[config.mk]
export PLATFORM = sky130hd
export DESIGN_NAME = ts_word_packer
export DESIGN_NICKNAME = d
export VERILOG_FILES = /design/src/rtl/ts_word_packer.sv
export SDC_FILE = /design/constraint.sdc
export NUM_CORES = 1
export LEC_CHECK = 0
export CORE_UTILIZATION = 67
export CTS_CLUSTER_DIAMETER = 40
export DETAILED_ROUTE_END_ITERATION = 10
export DONT_BUFFER_PORTS = 1
export PLACE_DENSITY = 0.91
export SETUP_SLACK_MARGIN = 0.15
export SLEW_MARGIN = 25
export SYNTH_ARGS = -nofsm -noshare
export SYNTH_HDL_FRONTEND = slang
export SYNTH_SLANG_ARGS = --single-unit
export TNS_END_PERCENT = 100
[constraint.sdc]
create_clock -name CLOCK -period 4.2 [get_ports CLOCK]
set_input_delay 0.84 -clock CLOCK [delete_from_list [all_inputs] [get_ports CLOCK]]
set_output_delay 0.84 -clock CLOCK [all_outputs]
set_load 0.02 [all_outputs]
[src/rtl/ts_word_packer.sv]
// ts_word_packer
// Packs PACK_CNT input words of IN_W bits into one OUT_W-bit output word.
// Both sides use a valid/ready handshake. FLUSH emits a partial word,
// left-aligned and zero-padded. OUT_CNT reports how many input words the
// output word holds.
// Optional build macro: TS_PACKER_PARITY_EN. When it is defined, OUT_PARITY
// carries the XOR reduction of DATA_OUT. When it is not defined, OUT_PARITY
// is tied to 0.
module ts_word_packer #(
    parameter int IN_W     = 10,
    parameter int OUT_W    = 32,
    parameter int PACK_CNT = 3,
    localparam int CW      = $clog2(PACK_CNT + 1)
) (
    input  logic             CLOCK,
    input  logic             RESET,
    input  logic [IN_W-1:0]  DATA_IN,
    input  logic             IN_VALID,
    output logic             IN_READY,
    input  logic             FLUSH,
    output logic [OUT_W-1:0] DATA_OUT,
    output logic             OUT_VALID,
    input  logic             OUT_READY,
    output logic [CW-1:0]    OUT_CNT,
    output logic             OUT_PARITY
);

    // A packed word must fit in the output. At least two words per output.
    if ((IN_W * PACK_CNT > OUT_W) || (PACK_CNT < 2)) begin : g_bad_params
        $error("ts_word_packer: illegal parameters IN_W*PACK_CNT must be <= OUT_W and PACK_CNT >= 2");
    end

    logic [OUT_W-1:0] shreg;
    logic [CW-1:0]    cnt;
    logic             flush_pend;

    logic             accept;
    logic             slot_free;
    logic             cnt_full;
    logic             transfer;
    logic [OUT_W-1:0] aligned_word;

    // Handshake and transfer decisions. IN_READY depends only on registers.
    always_comb begin
        cnt_full  = (cnt == CW'(PACK_CNT));
        IN_READY  = !cnt_full && !flush_pend;
        accept    = IN_VALID && IN_READY;
        slot_free = !OUT_VALID || OUT_READY;
        transfer  = slot_free && (cnt_full || (flush_pend && (cnt != '0)));
    end

    // Left-align a partial word by shifting past the slots it never filled.
    always_comb begin
        aligned_word = shreg << (IN_W * (PACK_CNT - int'(cnt)));
    end

    // Fill register. It shifts in accepted words and empties on transfer.
    always_ff @(posedge CLOCK) begin
        if (RESET) begin
            shreg <= '0;
            cnt   <= '0;
        end else if (transfer) begin
            shreg <= '0;
            cnt   <= '0;
        end else if (accept) begin
            shreg <= (shreg << IN_W) | OUT_W'(DATA_IN);
            cnt   <= cnt + CW'(1);
        end
    end

    // Pending flush. It clears once the word has left, or at once if nothing is held.
    always_ff @(posedge CLOCK) begin
        if (RESET) begin
            flush_pend <= 1'b0;
        end else if (flush_pend) begin
            if (transfer || (cnt == '0)) begin
                flush_pend <= 1'b0;
            end
        end else if (FLUSH) begin
            flush_pend <= 1'b1;
        end
    end

    // Output register. It loads on transfer and drops valid after a bare handshake.
    always_ff @(posedge CLOCK) begin
        if (RESET) begin
            DATA_OUT  <= '0;
            OUT_CNT   <= '0;
            OUT_VALID <= 1'b0;
        end else if (transfer) begin
            DATA_OUT  <= aligned_word;
            OUT_CNT   <= cnt;
            OUT_VALID <= 1'b1;
        end else if (OUT_VALID && OUT_READY) begin
            OUT_VALID <= 1'b0;
        end
    end

`ifdef TS_PACKER_PARITY_EN
    logic out_parity_r;

    // Parity is registered together with the data word it describes.
    always_ff @(posedge CLOCK) begin
        if (RESET) begin
            out_parity_r <= 1'b0;
        end else if (transfer) begin
            out_parity_r <= ^aligned_word;
        end
    end

    assign OUT_PARITY = out_parity_r;
`else
    assign OUT_PARITY = 1'b0;
`endif

endmodule

==> results.ini, run 1 <==
[logic_synthesis]
ys_seq_area_share_pct = 47.06
synth_area_sq_um = 2978
syn_inst = 353
synth_cell_types = 27
syn-num-nets = 370
synth.avg_cell_area_sq_um = 8.436
synth_edf_count = 0
synthArstFlopShare_pct = 0
ys_seq_elements = 70
ys_warn_count = 0
ys_dominant_reg_cell = dfxtp_1

[setup_path]
crit_top_cell = buf_4
timing.rr.end = DATA_OUT[29]$_SDFFE_PP0P_
endpoint = DATA_OUT[29]$_SDFFE_PP0P_
crit_path_start_kind = register
max_stage_delay_ps = 740
crit_start = cnt[1]$_SDFFE_PP0P_
critPathCaptureType = register
crit_buf_inv = 2
path_class = reg -> reg
cp.arrival_ps = 2720
r2r_start = cnt[1]$_SDFFE_PP0P_
cp_top_family = compound AO/OA/AOI/OAI gates
crit_chain = buf_4, ha_1, o21a_1, buf_4, nor2_1, a211oi_1
crit_cells = 6
cp_slowest_cell = o21a_1
reg2reg_depth = 6
regToRegSetupSlack_ps = 1730
cp_max_fo = 25
worstPathRequired_ps = 4460

[cts]
cts_resized = 0
cts-root-buf = clkbuf_8
clock_path_buffers = 2
cts_sinks = 70
ctsHtreeMaxLevel = 3
cts_buffers = 9
cts_tree = yes
holdBufCountCts = 0
cts_setup_buffers = 0
cts.clk_slew.worst_paths_ps = 70
clock_latency_ps = 350

[global_routing]
grt-ovfl-total = 0
antenna_found_initial = 0
first_global_vias = 2120
grt_pass1_wl_um = 9936
grt_max_degree = 38
grt_use_total_pct = 29.62

[drt]
postRouteWirelength_um = 6285
drc = 0
antenna_left = 0
wl_per_cell_um = 15.91
vias = 2365
dr.pass1.iters = 5
vias_per_cell = 5.987
drtIter0Drc = 231

[pwr]
irDropWorstVdd_uv = 267.0
p_per_area_nw_per_um2 = 459.0
leakage_uw = 0.0009963

[sta]
setup_viol = 0
tightest_slew_ps = 999.4
fin_crit_ps = 2467
skew_ps = 6.077
setup_tns_ps = 0
rsz0062_at_grt = false
max-slew-margin-rel_pct = 33.21
fmax_mhz = 405.4
drv_slew = 0
period_share_pct = 58.74
fin_ws_ps = 1733
finalHoldViolations = 0

[layout]
filler_cell_count = 318
syn_to_final_growth_pct = 2.815
fin_util_pct = 73.88
final_nets = 357
drive_above_1_share_pct = 12.17
diodes = 0

[die]
placementRows = 23
dieHeight_um = 68.67
die_area_sq_um = 4715
core_area_sq_um = 4144
die_x_um = 68.67
start_util_pct = 71.86
design.portCount = 52

[outcome]
status = complete, no violations

[min_path]
hp-class = reg -> reg

[flow_run]
cap_violations = 0

[placement]
dp_slack_ps = 1623
globalplace.congestion = 0.8078
numPortBuffers = 0
hpwl_um = 4127

[registers in the layout, indices dropped and copies added, names as in the netlist]
signal and count:
DATA_OUT 32, OUT_CNT 2, OUT_VALID 1, cnt 2
flush_pend 1, shreg 32
[area by class of cell]
| cell class | instances | area, sq um | area share [%] |
|---|---|---|---|
| repair buffers | 4 | 30.03 | 0.9808 |
| well taps | 50 | 62.56 | 2.043 |
| multi-input cells | 253 | 1359 | 44.38 |
| flip-flops and latches | 70 | 1401 | 45.77 |
| clock buffers | 13 | 158.9 | 5.190 |
| inverters | 2 | 7.507 | 0.2452 |
| clock inverters | 3 | 42.54 | 1.389 |
[through the flow]
| stage | instance area (sq um) | power (uW) | hold slack (ps) | cells |
|---|---|---|---|---|
| after floorplan | 2978 | 864.7 | 433.5 | 353 |
| after global placement | 2859 | 862.5 | 443.3 | 379 |
| after detailed placement | 2859 | 869.0 | 448.9 | 379 |
| after CTS | 3060 | 1408 | 458.6 | 395 |
| after global routing | 3062 | 1459 | 487.2 | 395 |
| final | 3062 | 1405 | 463.1 | 395 |
[power breakdown]
group          internal, uW  switching (uW)  leakage, uW  total, uW
combinational          45.8            90.1     0.000330        136
sequential              686            33.4     0.000567        720
clock                   306             243    0.0000996        550
[logic make-up (layout without fill, tap and decap cells)]
| logic type | Yosys count | after routing | synth area share (%) |
|---|---|---|---|
| AOI/OAI and AO/OA | 80 | 80 | 16.01 |
| xor gates and xnor gates | 1 | 1 | 0.2942 |
| adders and majority gates | 2 | 2 | 0.8402 |
| buffers and inverters | 30 | 22 | 7.353 |
| DFF | 70 | 70 | 47.06 |
| muxes | 23 | 23 | 8.235 |
| other | 1 | 1 | 0.1259 |
| and+or+nand+nor | 146 | 146 | 20.08 |
[synthesized netlist by cell type (5+ instances only)]
master    count  area share, %
mux2_2       12            4.5
nand2_1      95             12
mux2i_1      11            3.7
a211oi_2      6            2.5
buf_4         6            1.5
clkbuf_1      5           0.63
nand3_1      20            3.4
dfxtp_1      70             47
nor2_1       23            2.9
buf_2         7            1.2
a21oi_1      66             11
buf_6        10            3.8
[worst min-delay path by stage]
stage	end	slack, ps	depth (start not counted)	startpoint
finish	shreg[27]$_SDFFE_PP0P_	460	2	shreg[27]$_SDFFE_PP0P_
detailed placement	shreg[24]$_SDFFE_PP0P_	450	2	shreg[24]$_SDFFE_PP0P_
floorplan	shreg[22]$_SDFFE_PP0P_	430	2	shreg[22]$_SDFFE_PP0P_
global placement	shreg[29]$_SDFFE_PP0P_	440	2	shreg[29]$_SDFFE_PP0P_
CTS	shreg[24]$_SDFFE_PP0P_	460	2	shreg[24]$_SDFFE_PP0P_
global route	shreg[27]$_SDFFE_PP0P_	490	2	shreg[27]$_SDFFE_PP0P_
[placed cells by master (no fill, tap or decap), types with 2 or more instances in the layout]
cell type	count
nand2_1	95
dfxtp_1	70
a21oi_1	66
nor2_1	23
nand3_1	20
mux2_2	12
mux2i_1	11
clkbuf_8	11
a211oi_2	6
buf_4	4
nand2b_1	2
nor2_2	2
a221oi_1	2
nor3_1	2
o211ai_1	2
a211oi_1	2
ha_1	2
clkbuf_1	2
[worst reg2reg max path: stages, from the launching register on]
cell and delay [ps]:
dfxtp_1 330, buf_4 310, ha_1 330, o21a_1 740
buf_4 370, nor2_1 80, a211oi_1 220
[routing by layer]
metal  vias to the layer above  track usage [%]  share of wire (%)
met5                         -                0                  0
met4                         0            15.63                2.2
met3                        11            7.401                 10
li1                       1157                -                  -
met2                       107            44.49                 44
met1                      1090            38.96                 44
No activity file was read; power rests on OpenSTA's default activity.
==> inputs of run 2 (changes only) <==
Settings changed: CORE_UTILIZATION 67 to 56, PLACE_DENSITY 0.91 to 0.82.
Clock period 4.2 ns to 2 ns, I/O delays scaled along.
==> results.ini, run 2 (synthesis gave the netlist of run 1 again) <==
[global_routing]
grt-ovfl-total = 0  ; unchanged
grt_pass1_wl_um = 10220  ; +2.8%
grt_use_total_pct = 24.91  ; -4.7 points
grt_max_degree = 38  ; unchanged
antenna_found_initial = 0  ; unchanged
first_global_vias = 2139  ; +0.90%

[drt]
drc = 0  ; unchanged
vias = 2354  ; -0.47%
postRouteWirelength_um = 6497  ; +3.4%
wl_per_cell_um = 15.40  ; -3.2%
vias_per_cell = 5.578  ; -6.8%
antenna_left = 0  ; unchanged
dr.pass1.iters = 4  ; -1
drtIter0Drc = 206  ; -11%

[pwr]
power.switching_uw = 770.7  ; +110%
p_per_area_nw_per_um2 = 931.6  ; +100%
clkPwrFrac_pct = 38.2  ; -0.9 points
power_uw = 2978  ; +110%
switching_share_pct = 25.88  ; -0.22 points
p_seq_share_pct = 50.9  ; -0.3 points
internal_power_uw = 2207  ; +110%
irDropWorstVdd_uv = 440.9  ; +65%
pwr-share-comb_pct = 10.9  ; +1.2 points
leakage_uw = 0.001054  ; +5.8%

[placement]
dp_cells = 404  ; +6.6%
hpwl_um = 4133  ; +0.15%
numPortBuffers = 0  ; unchanged
globalplace.congestion = 0.8067  ; -0.14%

[min_path]
hp-class = in -> reg
holdPathStages = 1  ; -1
hold_end = DATA_OUT[30]$_SDFFE_PP0P_
hp-start = RESET

[die]
placementRows = 26  ; +13%
dieHeight_um = 74.92  ; +9.1%
core_area_sq_um = 5107  ; +23%
die_area_sq_um = 5613  ; +19%
die_x_um = 74.92  ; +9.1%
start_util_pct = 58.30  ; -14 points
design.portCount = 52  ; unchanged

[setup_path]
cp.arrival_ps = 1330  ; -1390 ps
crit_path_start_kind = register
worstPathRequired_ps = 1600  ; -2860 ps
regToRegSetupSlack_ps = 310  ; -1420 ps
timing.rr.end = DATA_OUT[4]$_SDFFE_PP0P_
r2r_start = cnt[0]$_SDFFE_PP0P_
path_class = reg -> out
reg2reg_depth = 7  ; +1
critPathCaptureType = output pin
cp_max_fo = 7  ; -72%

[sta]
setup_tns_ps = 0  ; unchanged
skew_ps = 7.503  ; +1.426 ps
fmax_mhz = 576.8
period_share_pct = 86.68
finalHoldViolations = 0  ; unchanged
setup_viol = 0  ; unchanged
drv_slew = 0  ; unchanged
fin_crit_ps = 1734
rsz0062_at_grt = false

[layout]
fin_util_pct = 62.59  ; -11 points
final_common_cell = nand2_1
diodes = 0  ; unchanged
final_cell_mix = 95 x nand2_1, 69 x dfxtp_1, 66 x a21oi_1
top_regs = DATA_OUT: 32 flops, shreg: 32 flops
drive_above_1_share_pct = 14.77  ; +2.6 points
final_nets = 364  ; +2.0%
syn_to_final_growth_pct = 7.353
final_cells = 422  ; +6.8%

[cts]
ctsHtreeMaxLevel = 3  ; unchanged
holdBufCountCts = 0  ; unchanged
clock_latency_ps = 340  ; about the same
clock_path_buffers = 2  ; unchanged
cts.clk_slew.worst_paths_ps = 70  ; about the same
cts_tree = yes
cts_buffers = 9  ; unchanged
cts_sinks = 70  ; unchanged
cts-root-buf = clkbuf_8

[flow_run]
cap_violations = 0  ; unchanged

[outcome]
status = complete, no violations

run 2: changes by cell type in the layout (fill, tap and decap cells not counted), sizes merged:
| cell | delta |
|---|---|
| buf | +6 |
| clkinv | +2 |
| clkinvlp | -1 |
run 2: what timing repair did:
action,4_1_cts,5_1_grt
gates resized for setup,1,2
setup buffers,0,1
endpoints found under the setup margin,1,50
gates cloned,0,1
run 2: worst max path at each step:
stage	cells after the start	to	from	slack, ps
2_1_floorplan	9	DATA_OUT[24]$_SDFFE_PP0P_	cnt[0]$_SDFFE_PP0P_	350
3_3_place_gp	7	DATA_OUT[9]$_SDFFE_PP0P_	cnt[0]$_SDFFE_PP0P_	300
3_5_place_dp	7	DATA_OUT[2]$_SDFFE_PP0P_	cnt[0]$_SDFFE_PP0P_	220
4_1_cts	7	DATA_OUT[29]$_SDFFE_PP0P_	cnt[0]$_SDFFE_PP0P_	150
5_1_grt	7	DATA_OUT[29]$_SDFFE_PP0P_	cnt[0]$_SDFFE_PP0P_	190
6_report	3	IN_READY	cnt[0]$_SDFFE_PP0P_	270
run 2: final cells by class:
cell class                      count  area [sq um]
Clock inverter                      4         45.04
Multi-Input combinational cell    253          1361
Sequential cell                    70          1403
Timing Repair Buffer               11         137.6
Fill cell                         468          1911
Clock buffer                       12         155.1
Inverter                            2         7.507
Tap cell                           70         87.58
run 2: power groups by stage:
stage | combinational [uW] | clock, uW | sequential (uW)
6_report | 326 | 1140 | 1520
5_1_grt | 357 | 1220 | 1520
4_1_cts | 310 | 1150 | 1510
3_5_place_dp | 308 | 0 | 1550
3_3_place_gp | 300 | 0 | 1540
2_1_floorplan | 289 | 0 | 1530
run 2: metal layers:
metal / vias up / GRT usage (%) / routed length [um]
met5: - / 0 / 0
met4: 0 / 10.90 / 98
met3: 10 / 8.701 / 522
met2: 78 / 35.84 / 2962
met1: 1091 / 33.78 / 2913
li1: 1175 / - / -
run 2: through the flow:
step / hold slack, ps / area (sq um) / setup slack [ps]
final: 120.6 / 3197 / 266.4
after global routing: 101.1 / 3197 / 188.0
after CTS: 105.3 / 3162 / 154.6
after detailed placement: 447.1 / 2959 / 216.8
after global placement: 442.2 / 2959 / 299.0
after floorplan: 433.5 / 2978 / 353.7
run 2: worst max-delay path, stage by stage (launching register included):
cell and delay [ps]:
dfxtp_2 360, ha_1 290, nor2_2 180, buf_4 170
==> inputs of run 3 (changes only) <==
Settings changed: CORE_UTILIZATION 56 to 55, CTS_BUF_LIST set to sky130_fd_sc_hd__clkbuf_16, PLACE_DENSITY 0.82 to 0.81.
==> results.ini, run 3 (synthesis gave the netlist of run 1 again) <==
[cts]
cts-root-buf = clkbuf_16
ctsHtreeMaxLevel = 3  ; unchanged
clock_latency_ps = 330  ; about the same
cts.clk_slew.worst_paths_ps = 50  ; -20 ps
cts_tree = yes
holdBufCountCts = 0  ; unchanged
cts_sinks = 70  ; unchanged
clock_path_buffers = 2  ; unchanged
cts_buffers = 9  ; unchanged

[sta]
fin_crit_ps = 1748  ; +14.02 ps
skew_ps = 6.886  ; -0.6169 ps
fmax_mhz = 572.2  ; -0.80%
drv_slew = 0  ; unchanged
finalHoldViolations = 0  ; unchanged
hold-worst-slack_ps = 133.9  ; +13.30 ps
fin_ws_ps = 252.4  ; -14.02 ps
period_share_pct = 87.38  ; +0.70 points
setup_viol = 0  ; unchanged
rsz0062_at_grt = false
setup_tns_ps = 0  ; unchanged

[min_path]
hp-class = in -> reg

[die]
core_area_sq_um = 5172  ; +1.3%
design.portCount = 52  ; unchanged
start_util_pct = 57.57  ; -0.73 points
die_area_sq_um = 5712  ; +1.8%
dieHeight_um = 75.58  ; +0.88%
placementRows = 26  ; unchanged
die_x_um = 75.58  ; +0.88%

[setup_path]
max_stage_delay_ps = 340  ; -20 ps
cp.arrival_ps = 1350  ; +20 ps
crit_path_start_kind = register
path_class = reg -> out
regToRegSetupSlack_ps = 290  ; -20 ps
cp_slowest_cell = dfxtp_1
cp_max_fo = 4  ; -3
cp_top_family = flip-flops
worstPathRequired_ps = 1600  ; about the same
crit_chain = ha_1, nor2_1, buf_4
critPathCaptureType = output pin
crit_buf_inv = 1  ; unchanged

[flow_run]
cap_violations = 0  ; unchanged

[global_routing]
grt-ovfl-total = 0  ; unchanged
grt_use_total_pct = 26.16  ; +1.2 points
grt_pass1_wl_um = 10830  ; +6.0%
grt_max_degree = 43  ; +13%
antenna_found_initial = 0  ; unchanged
first_global_vias = 2283  ; +6.7%

[pwr]
power_uw = 3504  ; +18%
leakage_uw = 0.001108  ; +5.1%
irDropWorstVdd_uv = 759.0  ; +72%
p_per_area_nw_per_um2 = 1057  ; +13%

[drt]
wl_per_cell_um = 15.97  ; +3.7%
antenna_left = 0  ; unchanged
vias = 2369  ; +0.64%
drc = 0  ; unchanged
drtIter0Drc = 168  ; -18%
postRouteWirelength_um = 6803  ; +4.7%
vias_per_cell = 5.561  ; -0.31%
dr.pass1.iters = 4  ; unchanged

[placement]
globalplace.congestion = 0.7941  ; -1.6%
dp_slack_ps = 245.0  ; +28.21 ps
hpwl_um = 4402  ; +6.5%
numPortBuffers = 0  ; unchanged
placed_area_sq_um = 2972  ; +0.42%

[layout]
final_common_cell = nand2_1
postLayoutCellArea_sq_um = 3314  ; +3.7%
diodes = 0  ; unchanged
final_nets = 368  ; +1.1%
syn_to_final_growth_pct = 11.30
drive_above_1_share_pct = 15.73  ; +0.96 points
top_regs = DATA_OUT: 32 flops, shreg: 32 flops
final_cell_mix = 95 x nand2_1, 69 x dfxtp_1, 66 x a21oi_1

[outcome]
status = complete, no violations

## run 3: final cells by class
cell class / count / area, sq um
clock buffer: 9 / 225.2
clock inverter: 7 / 88.84
fill: 426 / 1858
inverter: 2 / 7.507
multi-input combinational: 253 / 1360
sequential: 70 / 1403
tap: 70 / 87.58
timing repair buffer: 15 / 142.6
## run 3: repair_timing
action                                  in CTS  in global routing
buffers inserted                             0                  0
resized for setup                            0                  3
endpoints found under the setup margin       0                 57
## run 3: final timing paths
check	start	end	cells after the start
setup / recovery	cnt[0]$_SDFFE_PP0P_	IN_READY	3
hold / removal	RESET	DATA_OUT[0]$_SDFFE_PP0P_	1
setup reg to reg	cnt[0]$_SDFFE_PP0P_	DATA_OUT[18]$_SDFFE_PP0P_	7
hold reg to reg	shreg[24]$_SDFFE_PP0P_	shreg[24]$_SDFFE_PP0P_	2
## run 3: per-stage QoR
stage	util, %	cells
floorplan	-	353
global placement	57.45	409
detailed placement	57.45	409
CTS	63.52	425
global route	64.08	426
finish	64.08	426
## run 3: metal layers
layer,vias to the layer above,global-route usage [%],part of all wire [%]
met5,-,0,0
met4,0,12.55,2.2
met3,13,6.481,7.2
met2,87,41.67,45
met1,1091,33.33,46
li1,1178,-,-
## run 3: report_power, final
part	total (uW)	leakage [uW]	internal (uW)	switching [uW]
clock	1660	0.000149	1080	577
sequential	1520	0.000568	1440	74.9
combinational	327	0.000392	128	199
total	3500	0.00111	2650	851
